$ cat src/rtl/ssio_ddr_tx_pkg.sv
// ssio_ddr_tx_pkg: shared types and sizing for the DDR/SDR transmit serializer
package ssio_ddr_tx_pkg;
    localparam int width_lp = 4;
    localparam int ifg_lp = 12;
    localparam int gap_w_lp = $clog2(ifg_lp + 1);
    typedef struct packed {
        logic                    last;
        logic [2*width_lp-1:0]   data;
    } entry_s;
    typedef enum logic {e_phase_lo, e_phase_hi} phase_e;
endpackage

$ cat src/rtl/ssio_ddr_tx_fifo.sv
// ssio_ddr_tx_fifo: 2-entry ready/valid buffer in front of the output stage
module ssio_ddr_tx_fifo
    import ssio_ddr_tx_pkg::*;
#(
    parameter type entry_t = entry_s
)(
    input  logic   clk_i,
    input  logic   reset_i,
    input  entry_t data_i,
    input  logic   v_i,
    output logic   ready_o,
    output entry_t data_o,
    output logic   v_o,
    input  logic   yumi_i
);
    entry_t mem [2];
    logic wptr, rptr, push, pop;
    logic [1:0] count;
    assign ready_o = !reset_i && count != 2'd2;
    assign v_o = count != 2'd0;
    assign data_o = mem[rptr];
    assign push = v_i && ready_o;
    assign pop = yumi_i && v_o;
    // pointer/count update; storage is left unreset since count gates validity
    always_ff @(posedge clk_i) begin
        if (reset_i) begin
            wptr <= 1'b0;
            rptr <= 1'b0;
            count <= 2'd0;
        end else begin
            if (push) begin
                mem[wptr] <= data_i;
                wptr <= ~wptr;
            end
            if (pop) rptr <= ~rptr;
            count <= count + 2'(push) - 2'(pop);
        end
    end
endmodule

$ cat src/rtl/ssio_ddr_tx_serializer.sv
// ssio_ddr_tx_serializer: turns buffered words into registered q1/q2/ctl lanes for an ODDR phy
module ssio_ddr_tx_serializer
    import ssio_ddr_tx_pkg::*;
#(
    parameter int                 width_p = width_lp,
    parameter logic [width_p-1:0] idle_p  = '0,
    parameter int                 ifg_p   = ifg_lp
)(
    input  logic                 clk_i,
    input  logic                 reset_i,
    input  logic [2*width_p-1:0] data_i,
    input  logic                 last_i,
    input  logic                 v_i,
    output logic                 ready_o,
    input  logic                 sdr_mode_i,
    output logic [width_p-1:0]   output_q1_o,
    output logic [width_p-1:0]   output_q2_o,
    output logic                 output_ctl_o,
    output logic                 busy_o
);
    entry_s in_entry, head;
    logic head_v, pop;
    logic [width_p-1:0] lo, hi;
    phase_e phase;
    logic [gap_w_lp-1:0] gap;
    assign in_entry = '{last: last_i, data: data_i};
    ssio_ddr_tx_fifo #(.entry_t(entry_s)) fifo (
        .clk_i   (clk_i),
        .reset_i (reset_i),
        .data_i  (in_entry),
        .v_i     (v_i),
        .ready_o (ready_o),
        .data_o  (head),
        .v_o     (head_v),
        .yumi_i  (pop)
    );
    assign lo = head.data[width_p-1:0];
    assign hi = head.data[2*width_p-1:width_p];
    // the head leaves the buffer once its upper half has been driven
    assign pop = gap == '0 && head_v && (phase == e_phase_hi || !sdr_mode_i);
    assign busy_o = head_v || phase == e_phase_hi || gap != '0;
    // output stage: inter-frame gap wins, else DDR word or one SDR half per cycle
    always_ff @(posedge clk_i) begin
        if (reset_i) begin
            output_q1_o <= idle_p;
            output_q2_o <= idle_p;
            output_ctl_o <= 1'b0;
            phase <= e_phase_lo;
            gap <= '0;
        end else if (gap != '0) begin
            output_q1_o <= idle_p;
            output_q2_o <= idle_p;
            output_ctl_o <= 1'b0;
            gap <= gap - 1'b1;
        end else if (head_v) begin
            output_q1_o <= phase == e_phase_hi ? hi : lo;
            output_q2_o <= phase == e_phase_hi ? hi : (sdr_mode_i ? lo : hi);
            output_ctl_o <= 1'b1;
            phase <= phase == e_phase_lo && sdr_mode_i ? e_phase_hi : e_phase_lo;
            if (pop && head.last) gap <= gap_w_lp'(ifg_p);
        end else begin
            output_q1_o <= idle_p;
            output_q2_o <= idle_p;
            output_ctl_o <= 1'b0;
        end
    end
endmodule

$ cat config.mk
export PLATFORM = sky130hd
export DESIGN_NAME = ssio_ddr_tx_serializer
export DESIGN_NICKNAME = d
export VERILOG_FILES = /design/src/rtl/ssio_ddr_tx_pkg.sv /design/src/rtl/ssio_ddr_tx_fifo.sv /design/src/rtl/ssio_ddr_tx_serializer.sv
export SDC_FILE = /design/constraint.sdc
export NUM_CORES = 1
export LEC_CHECK = 0
export BUFFER_PORTS_ARGS = -buffer_cell sky130_fd_sc_hd__buf_4
export CAP_MARGIN = 20
export CORE_ASPECT_RATIO = 0.7
export CORE_MARGIN = 5
export CORE_UTILIZATION = 49
export CTS_CLUSTER_DIAMETER = 120
export DETAILED_ROUTE_END_ITERATION = 7
export GPL_TIMING_DRIVEN = 0
export MAX_ROUTING_LAYER = met4
export PLACE_DENSITY = 0.74
export SYNTH_ARGS = -nofsm -noshare
export SYNTH_HDL_FRONTEND = slang
export SYNTH_SLANG_ARGS = --single-unit
$ cat constraint.sdc
create_clock -name clk_i -period 2.3 [get_ports clk_i]
set_clock_uncertainty 0.2 [all_clocks]
set_input_delay 0.345 -clock clk_i [delete_from_list [all_inputs] [get_ports clk_i]]
set_output_delay 0.345 -clock clk_i [all_outputs]
set_load 0.02 [all_outputs]
Yosys cells after proc, flatten, opt, wreduce, memory -nomap -nowiden:

Memory sizes are Yosys's and may differ from the RTL's. A register that Yosys moved wholly into a read port is not among the register bits.
Cells that the tools add are included.

* register bits: 18
* latch bits: 0
* RAM bits: 18
* ROM bits: 0
* input bits: 13
* logic and storage cells: 52
* memories kept: 1

Memories
* fifo.mem: depth 2, bits a word 9, read ports 1, clocked after Yosys merged registers in 1, wr ports 1, line ssio_ddr_tx_fifo.sv:16 `entry_t mem [2];`

* add/subtract/negate cells: 3
* multipliers: 0
* div/mod/pow operators: 0
* magnitude comparators: 0
* equal/unequal tests: 1
* shift operators: 0
* mux-type cells: 13
* bitwise logic cells: 5
* reductions and logical operators: 21

Operators with widths (count)
* $mux 4: 6
* $logic_and 1x1->1: 7
* $mux 1: 7
* $reduce_bool 2->1: 3
* $not 1->1: 5
* $logic_not 4->1: 1
* $reduce_and 2->1: 2
* $reduce_bool 4->1: 1
* $sub 4x1->4 const B: 1
* $logic_or 1x1->1: 3
* $reduce_or 3->1: 1
* $add 2x1->2: 1
* $logic_not 1->1: 2
* $ne 2x2->1 const B: 1
* $reduce_or 2->1: 1
* $sub 2x1->2: 1

Depth between registers and ports, before layout:

Gate-level depths: netlist of the first run.

* word-level depth: 7
* depth in mapped cells: 9

Modules after synthesis:

From an unflattened synthesis of the first run, not the netlist that was laid out.

* cells, all modules: 120
* area total of the unflattened synthesis: 1487.7 um^2

By module, submodules not included
* ssio_ddr_tx_fifo: instances 1, cells each 58, area an instance 913.4 um^2, sequential area each 640.6 um^2
* ssio_ddr_tx_serializer: instances 1, cells each 62, area an instance 574.3 um^2, sequential area each 280.3 um^2

Worst setup path after synthesis of the first run:

OpenSTA, ideal clock, no wires.

* kind: reg2reg
* start point: reg gap[2]
* end point: reg fifo.count[1]
* setup time: 131 ps
* arrival: 1903 ps
* path slack: 66 ps
* cell stages (with the launch flop): 10
* clock period less this slack: 2234 ps
* path through: dfxtp_1 -> or4_1 -> buf_2 -> nor3_1 -> ha_1 -> inv_1 -> ha_1 -> xor2_1 -> and2_1 -> nor3_1

* cells in the longest elaborated chain, start to end: 5

Ends and longest elaborated chain
* from (decl): line ssio_ddr_tx_serializer.sv:25 `logic [gap_w_lp-1:0] gap;`
* from (signal assigned): line ssio_ddr_tx_serializer.sv:54 `gap <= gap - 1'b1;`
* from (signal assigned): line ssio_ddr_tx_serializer.sv:60 `if (pop && head.last) gap <= gap_w_lp'(ifg_p);`
* $logic_not 4->1: line ssio_ddr_tx_serializer.sv:40 `assign pop = gap == '0 && head_v && (phase == e_phase_hi || !sdr_mode_i);`
* $logic_and 1x1->1 (2 in series): line ssio_ddr_tx_serializer.sv:40
* $logic_and 1x1->1: line ssio_ddr_tx_fifo.sv:23 `assign pop = yumi_i && v_o;`
* via fifo.pop: line ssio_ddr_tx_fifo.sv:17 `logic wptr, rptr, push, pop;`
* $sub 2x1->2: line ssio_ddr_tx_fifo.sv:36 `count <= count + 2'(push) - 2'(pop);`
* to (signal assigned): line ssio_ddr_tx_fifo.sv:36
* to (decl): line ssio_ddr_tx_fifo.sv:18 `logic [1:0] count;`

The timed path passes the listed nets, and every way through them passes these cells.
A chain may end at the register's enable or synchronous reset.

Worst setup path in the final report of the first run:

* start point: reg gap[2]
* end point: out busy_o

* cells in the longest elaborated chain, start to end: 2

Ends and longest elaborated chain
* $reduce_bool 4->1: line ssio_ddr_tx_serializer.sv:41 `assign busy_o = head_v || phase == e_phase_hi || gap != '0;`
* $logic_or 1x1->1: line ssio_ddr_tx_serializer.sv:41
* to (decl): line ssio_ddr_tx_serializer.sv:19 `output logic busy_o`

Every way passes these cells.

==> qor.csv, run 1 <==
metric;value;unit
worstPathMaxFanout;4;
wl_met3;166;um
grt_pass1_wl;4491;um
post_drt_wl_per_cell;15.38;um
numCtsBuffers;5;
synthesis.nets;117;
hold_end;fifo.mem[1][1]$_DFFE_PP_;
timing.fmax;436.0;MHz
grt_max_degree;12;
finalNetCount;150;
path_clk_slew;0.07;ns
wl_met2;1327;um
reg2reg_setup_slack;0.09;ns
finish.utilization;64.22;%
r2r-start;gap[2]$_SDFFE_PP0P_;
die-area;4216;sq um
crit_top_cell;or4_4;
seq_area;923.4;sq um
drv_slew;0;
slowest_delay;0.56;ns
die_x;75.50;um
hp-class;in2reg;
syn2layout_area_growth;24.06;%
ioPinCount;24;
insertion_delay;0.29;ns
dr.max_layer_used;met4;
antenna_found_initial;0;
nFillCells;224;
port-buffer-count;23;
synth_cell_types;30;
synth_seq_cells;37;
hold_buffers;0;
antenna_cells;0;
gp_congestion;0.6898;
synth-seq-area-share;62.59;%
start_util;51.76;%
rsz0062_at_grt;true;
crit_path_start_kind;flip-flop;
crit_slowest_cell;or4_4;
cp-end-kind;primary output;
finish.instance_area;1826;sq um
hold_viol;0;
clock_path_buffers;2;
post-place-ws;-0.08358;ns
run_status;finished, final reports clean;
routed_wl;2646;um
rows;16;
syn_area_per_cell;14.43;sq um
p_leak;0.7122;nW
drt-initial-drc-count;43;
place_area;1703;sq um
synth_top_cell_by_area;edfxtp_1;
fin_crit_sh;99.73;%
track_usage;15.06;%
power_density;1219;nW/um^2
clkSinkCount;37;
die_y;55.85;um
ys_warn_count;0;
vias;936;
tightestPinTransition;0.7147;ns
ant_nets;0;
synth_area;1471;sq um
cts-root-buf;clkbuf_8;
setup_violations;0;
tritoncts;yes;
path_class;reg2out;
hpwl;1786;um
routed_via_density;5.442;
reg2reg_to;fifo.count[1]$_SDFF_PP0_;
multi_input_area;534.3;sq um
timing.final.ws_setup;0.006305;ns
relSlewSlack;52.36;%
crit_arrival;1.75;ns
syn-instance-count;102;
drc;0;
ir_worst_vdd;584.4;uV
grt_overflow;0;
grt_pass1_vias;957;
synth_area_leaders;edfxtp_1 37%, dfxtp_1 26%, mux4_2 12%, nor2b_2 4.8%, or4_1 2.0%;
drive_gt1_share;43.38;%
netlist.area_leader.share;36.73;%
wl_met1;1072;um
whs_path_depth;1;
maxCapViolations;0;
crit_chain;or4_4 -> or4_4 -> buf_6;
placeableCoreArea;2843;sq um
drt-pass1-iter-count;4;
htree_levels;2;
min_from;data_i[1];
fin_crit;2.294;ns
reg2reg_depth;8;
worstPathRequired;1.75;ns
## power by group
part / switching [mW] / leakage [nW] / internal [mW]
Combinational: 0.434 / 0.349 / 0.456
Sequential: 0.0734 / 0.321 / 0.827
Clock: 0.222 / 0.0422 / 0.213
## synth_stat cells
master	number
inv_2	1
nor2b_2	8
nand2b_1	1
and3_1	1
mux4_2	8
o21ai_1	1
xor2_1	2
nor3b_1	1
mux2i_1	1
or3b_1	1
nor2b_1	4
and2_1	1
nand2_1	2
o211ai_1	1
clkbuf_1	2
or3_1	1
nor2_1	4
buf_4	1
edfxtp_1	18
dfxtp_1	19
nor3_1	3
nor4_1	1
o31ai_1	2
o21ai_0	1
o311a_1	1
inv_1	3
a21oi_1	5
or4_1	4
ha_1	2
buf_2	2
## per-layer routing
layer,global-route usage [%],up-vias
li1,-,443
met1,17.40,459
met2,22.26,25
met3,5.776,9
met4,8.229,0
met5,-,-
## how the worst max path moves through the flow
| stage | from | depth (start not counted) | end |
|---|---|---|---|
| 2_1_floorplan | gap[2]$_SDFFE_PP0P_ | 9 | fifo.count[1]$_SDFF_PP0_ |
| 3_3_place_gp | reset_i | 2 | fifo.mem[0][1]$_DFFE_PP_ |
| 3_5_place_dp | gap[2]$_SDFFE_PP0P_ | 9 | fifo.count[1]$_SDFF_PP0_ |
| 4_1_cts | gap[2]$_SDFFE_PP0P_ | 4 | busy_o |
| 5_1_grt | gap[2]$_SDFFE_PP0P_ | 3 | busy_o |
| 6_report | gap[2]$_SDFFE_PP0P_ | 3 | busy_o |
## layout make-up
class                      instances  area share (%)
clock buffer                       7           4.181
clock inverter                     1          0.2742
tap                               36           2.467
multi-input combinational         56           29.27
timing repair buffer              27           11.31
sequential                        37           50.58
inverter                           4          0.8225
buffer                             4           1.097
## stage by stage
step           cells  hold slack [ns]  power, mW  setup TNS [ns]
4_1_cts          173          0.02976      2.250        -0.08677
2_1_floorplan    102           0.2439      1.454               0
3_5_place_dp     162           0.2862      1.694        -0.08358
5_1_grt          172          0.01776      2.351        -0.03040
6_report         172          0.03569      2.225               0
3_3_place_gp     161           0.2699      1.654          -3.916
## registers in the layout, indices dropped and copies added (netlist names), named ones only
name,count
output_q1_o,4
fifo.count,2
phase,1
output_q2_o,4
gap,4
fifo.mem,18
output_ctl_o,1
fifo.rptr,1
fifo.wptr,1
## critical path: cells and delay by family, from the launching register on
kind          cells  cell delay (ns)
simple gates      2             0.99
flops             1             0.32
buf+inv           1             0.15
## what timing repair did
action                     in CTS  in global routing
pin swaps                       1                  2
setup buffers                   3                  0
setup endpoints to repair       2                  2
resized for setup               7                  2
## layout by cell type, fill, tap and decap left out, drive strengths merged, types with 4 or more instances in the layout
| master | n |
|---|---|
| buf | 29 |
| dfxtp | 19 |
| edfxtp | 18 |
| nor2b | 12 |
| clkbuf | 9 |
| mux4 | 8 |
| a21oi | 5 |
| nor2 | 4 |
| inv | 4 |
| or4 | 4 |
## logic make-up after synthesis
| logic type | Yosys count | synth area share, % |
|---|---|---|
| buffers and inverters | 9 | 2.721 |
| multiplexers | 9 | 12.93 |
| adder cells (fa/ha/maj) | 2 | 1.700 |
| flip-flops | 37 | 62.58 |
| AND/OR/NAND/NOR | 32 | 14.29 |
| XOR/XNOR | 2 | 1.191 |
| AO/OA/AOI/OAI | 11 | 4.591 |
Power figures use the tool's default switching activity.
==> run 2, diff against run 1 <==
--- a/config.mk
+++ b/config.mk
@@ -9,12 +9,11 @@
 export CAP_MARGIN = 20
 export CORE_ASPECT_RATIO = 0.7
 export CORE_MARGIN = 5
-export CORE_UTILIZATION = 49
+export CORE_UTILIZATION = 35
 export CTS_CLUSTER_DIAMETER = 120
 export DETAILED_ROUTE_END_ITERATION = 7
 export GPL_TIMING_DRIVEN = 0
 export MAX_ROUTING_LAYER = met4
-export PLACE_DENSITY = 0.74
 export SYNTH_ARGS = -nofsm -noshare
 export SYNTH_HDL_FRONTEND = slang
 export SYNTH_SLANG_ARGS = --single-unit
==> run 2 against run 1 <==
Effect of this change:
- clock power fell by 3%
- critical path depth did not move
- cell count rose by 8.7%
- maximum frequency rose by 0.17%
- flip-flop and latch count did not move
- power fell by 1.8%
- non-clock buffer count fell by 1
- sequential power rose by 0.9%
- first-iteration DRC count fell by 19%
- hold slack improved by 0.0055 ns
- sequential share of layout area fell by 0.21 points
- combinational power fell by 3.6%
- critical path type unchanged
- critical endpoint unchanged
- largest cell class unchanged
==> qor.csv, run 2 (same netlist as run 1, synthesis figures left out) <==
metric;value;unit;change
run_status;finished, final reports clean;;
grt_pass1_wl;4519;um;+0.62%
ir_worst_vdd;438.4;uV;-25%
cp_num_buf_inv;1;;unchanged
reg2reg_setup_slack;0.12;ns;+0.03 ns
start_util;36.84;%;-15 points
pwr-share-seq;41.5;%;+1.0 points
crit_top_cell;or4_4;;
hpwl;2008;um;+12%
vias;921;;-1.6%
die_x;87.50;um;+16%
clkSinkCount;37;;unchanged
grt_overflow;0;;unchanged
fin_crit;2.290;ns;-0.003943 ns
routed_via_density;4.925;;-9.5%
largest_register;fifo.mem;;
grt_pass1_vias;983;;+2.7%
routed_wl;2720;um;+2.8%
crit_family;simple AND/OR/NAND/NOR gates;;
final_cells;187;;+8.7%
fin_crit_sh;99.55;%;-0.17 points
antenna_cells;0;;unchanged
p_sw;0.7071;mW;-3.1%
post_drt_wl_per_cell;14.55;um;-5.4%
drive_gt1_share;42.22;%;-1.2 points
finalNetCount;149;;-0.67%
relSlewSlack;50.81;%;-1.5 points
die-area;5621;sq um;+33%
mostFrequentLayoutCells;26 x buf_4, 18 x edfxtp_1, 17 x dfxtp_1;;
worstPathMaxFanout;4;;unchanged
insertion_delay;0.29;ns;about the same
crit_slowest_cell;or4_4;;
grt_max_degree;12;;unchanged
drt-initial-drc-count;35;;-19%
hold_buffers;0;;unchanged
crit_start;gap[0]$_SDFFE_PP0P_;;
comb_power_share;39.3;%;-0.7 points
crit_path_start_kind;flip-flop;;
htree_levels;2;;unchanged
crit_chain;or4_4 -> or4_4 -> buf_6;;
hp-class;in2reg;;
r2r-start;gap[0]$_SDFFE_PP0P_;;
wl_met2;1348;um;+1.6%
final_common_cell;buf_4;;
place_inst;178;;+9.9%
ioPinCount;24;;unchanged
maxCapViolations;0;;unchanged
power_density;1193;nW/um^2;-2.2%
cts-root-buf;clkbuf_8;;
crit_end;busy_o;;
wl_met3;165;um;-0.60%
worstPathRequired;1.75;ns;about the same
crit_arrival;1.74;ns;about the same
finish.utilization;45.90;%;-18 points
numCtsBuffers;5;;unchanged
largest_register_ffs;18;;unchanged
drt-pass1-iter-count;4;;unchanged
reg2reg_to;fifo.count[1]$_SDFF_PP0_;;
swShare;32.35;%;-0.44 points
path_clk_slew;0.07;ns;about the same
port-buffer-count;23;;unchanged
intPower;1.479;mW;-1.1%
track_usage;11.29;%;-3.8 points
tightestPinTransition;0.7379;ns;+0.02322 ns
die_y;64.25;um;+15%
cp-end-kind;primary output;;
timing.fmax;436.7;MHz;+0.17%
drv_slew;0;;unchanged
dr.max_layer_used;met4;;
syn2layout_area_growth;24.57;%;
clock_path_buffers;2;;unchanged
path_class;reg2out;;
drc;0;;unchanged
slowest_delay;0.56;ns;about the same
p_leak;0.7070;nW;-0.74%
tritoncts;yes;;
placeableCoreArea;3994;sq um;+40%
reg2reg_depth;8;;unchanged
rows;19;;+3
setup_violations;0;;unchanged
worstSetupPathDepth;3;;unchanged
rsz0062_at_grt;true;;
antenna_found_initial;0;;unchanged
wl_met1;1166;um;+8.8%
hold_viol;0;;unchanged
min_from;last_i;;
ant_nets;0;;unchanged
gp_congestion;0.7276;;+5.5%
power_frac_clock;19.2;%;-0.3 points
run 2: through the flow:
stage	area (sq um)	hold slack (ns)	total power, mW	TNS, ns	setup slack (ns)
finish	1833	0.04120	2.186	0	0.01025
floorplan	1471	0.2439	1.454	0	0.06560
detailed placement	1723	0.2823	1.708	-0.06509	-0.06509
global placement	1709	0.2737	1.671	-4.055	-0.4164
CTS	1836	0.02897	2.232	-0.09849	-0.08863
global route	1833	0.02179	2.326	-0.03622	-0.03622
run 2: timing repair:
action,CTS,global route
setup buffers,2,0
pin swaps,2,0
endpoints found under the setup margin,2,2
gates resized for setup,6,2
run 2: area by class of cell:
cell class | instances | area (sq um)
fillers | 392 | 2161
clock buffers | 5 | 68.82
well taps | 52 | 65.06
plain buffers | 4 | 20.02
repair buffers | 26 | 198.9
clock inverters | 3 | 12.51
multi-input cells | 56 | 529.3
inverters | 4 | 15.01
flip-flops and latches | 37 | 923.4
run 2: worst min path at each step:
stage                                           to  slack [ns]  depth (start not counted)
after CTS                 fifo.mem[1][8]$_DFFE_PP_        0.03                          1
after detailed placement       gap[1]$_SDFFE_PP0P_        0.28                          2
after floorplan           fifo.mem[0][0]$_DFFE_PP_        0.24                          0
after global placement         gap[1]$_SDFFE_PP0P_        0.27                          2
final                     fifo.mem[1][8]$_DFFE_PP_        0.04                          1
after global routing      fifo.mem[1][8]$_DFFE_PP_        0.02                          1
run 2: power groups by stage:
stage          clock network, mW  logic, mW  registers [mW]
3_3_place_gp                   0      0.756           0.915
5_1_grt                    0.463      0.938           0.925
4_1_cts                    0.431      0.892           0.909
2_1_floorplan                  0      0.501           0.953
6_report                   0.420      0.858           0.908
3_5_place_dp                   0      0.783           0.925
run 2: per-layer routing:
metal | GRT usage, % | up-vias
li1 | - | 443
met1 | 12.41 | 448
met2 | 17.76 | 23
met3 | 4.878 | 7
met4 | 4.981 | 0
met5 | - | -
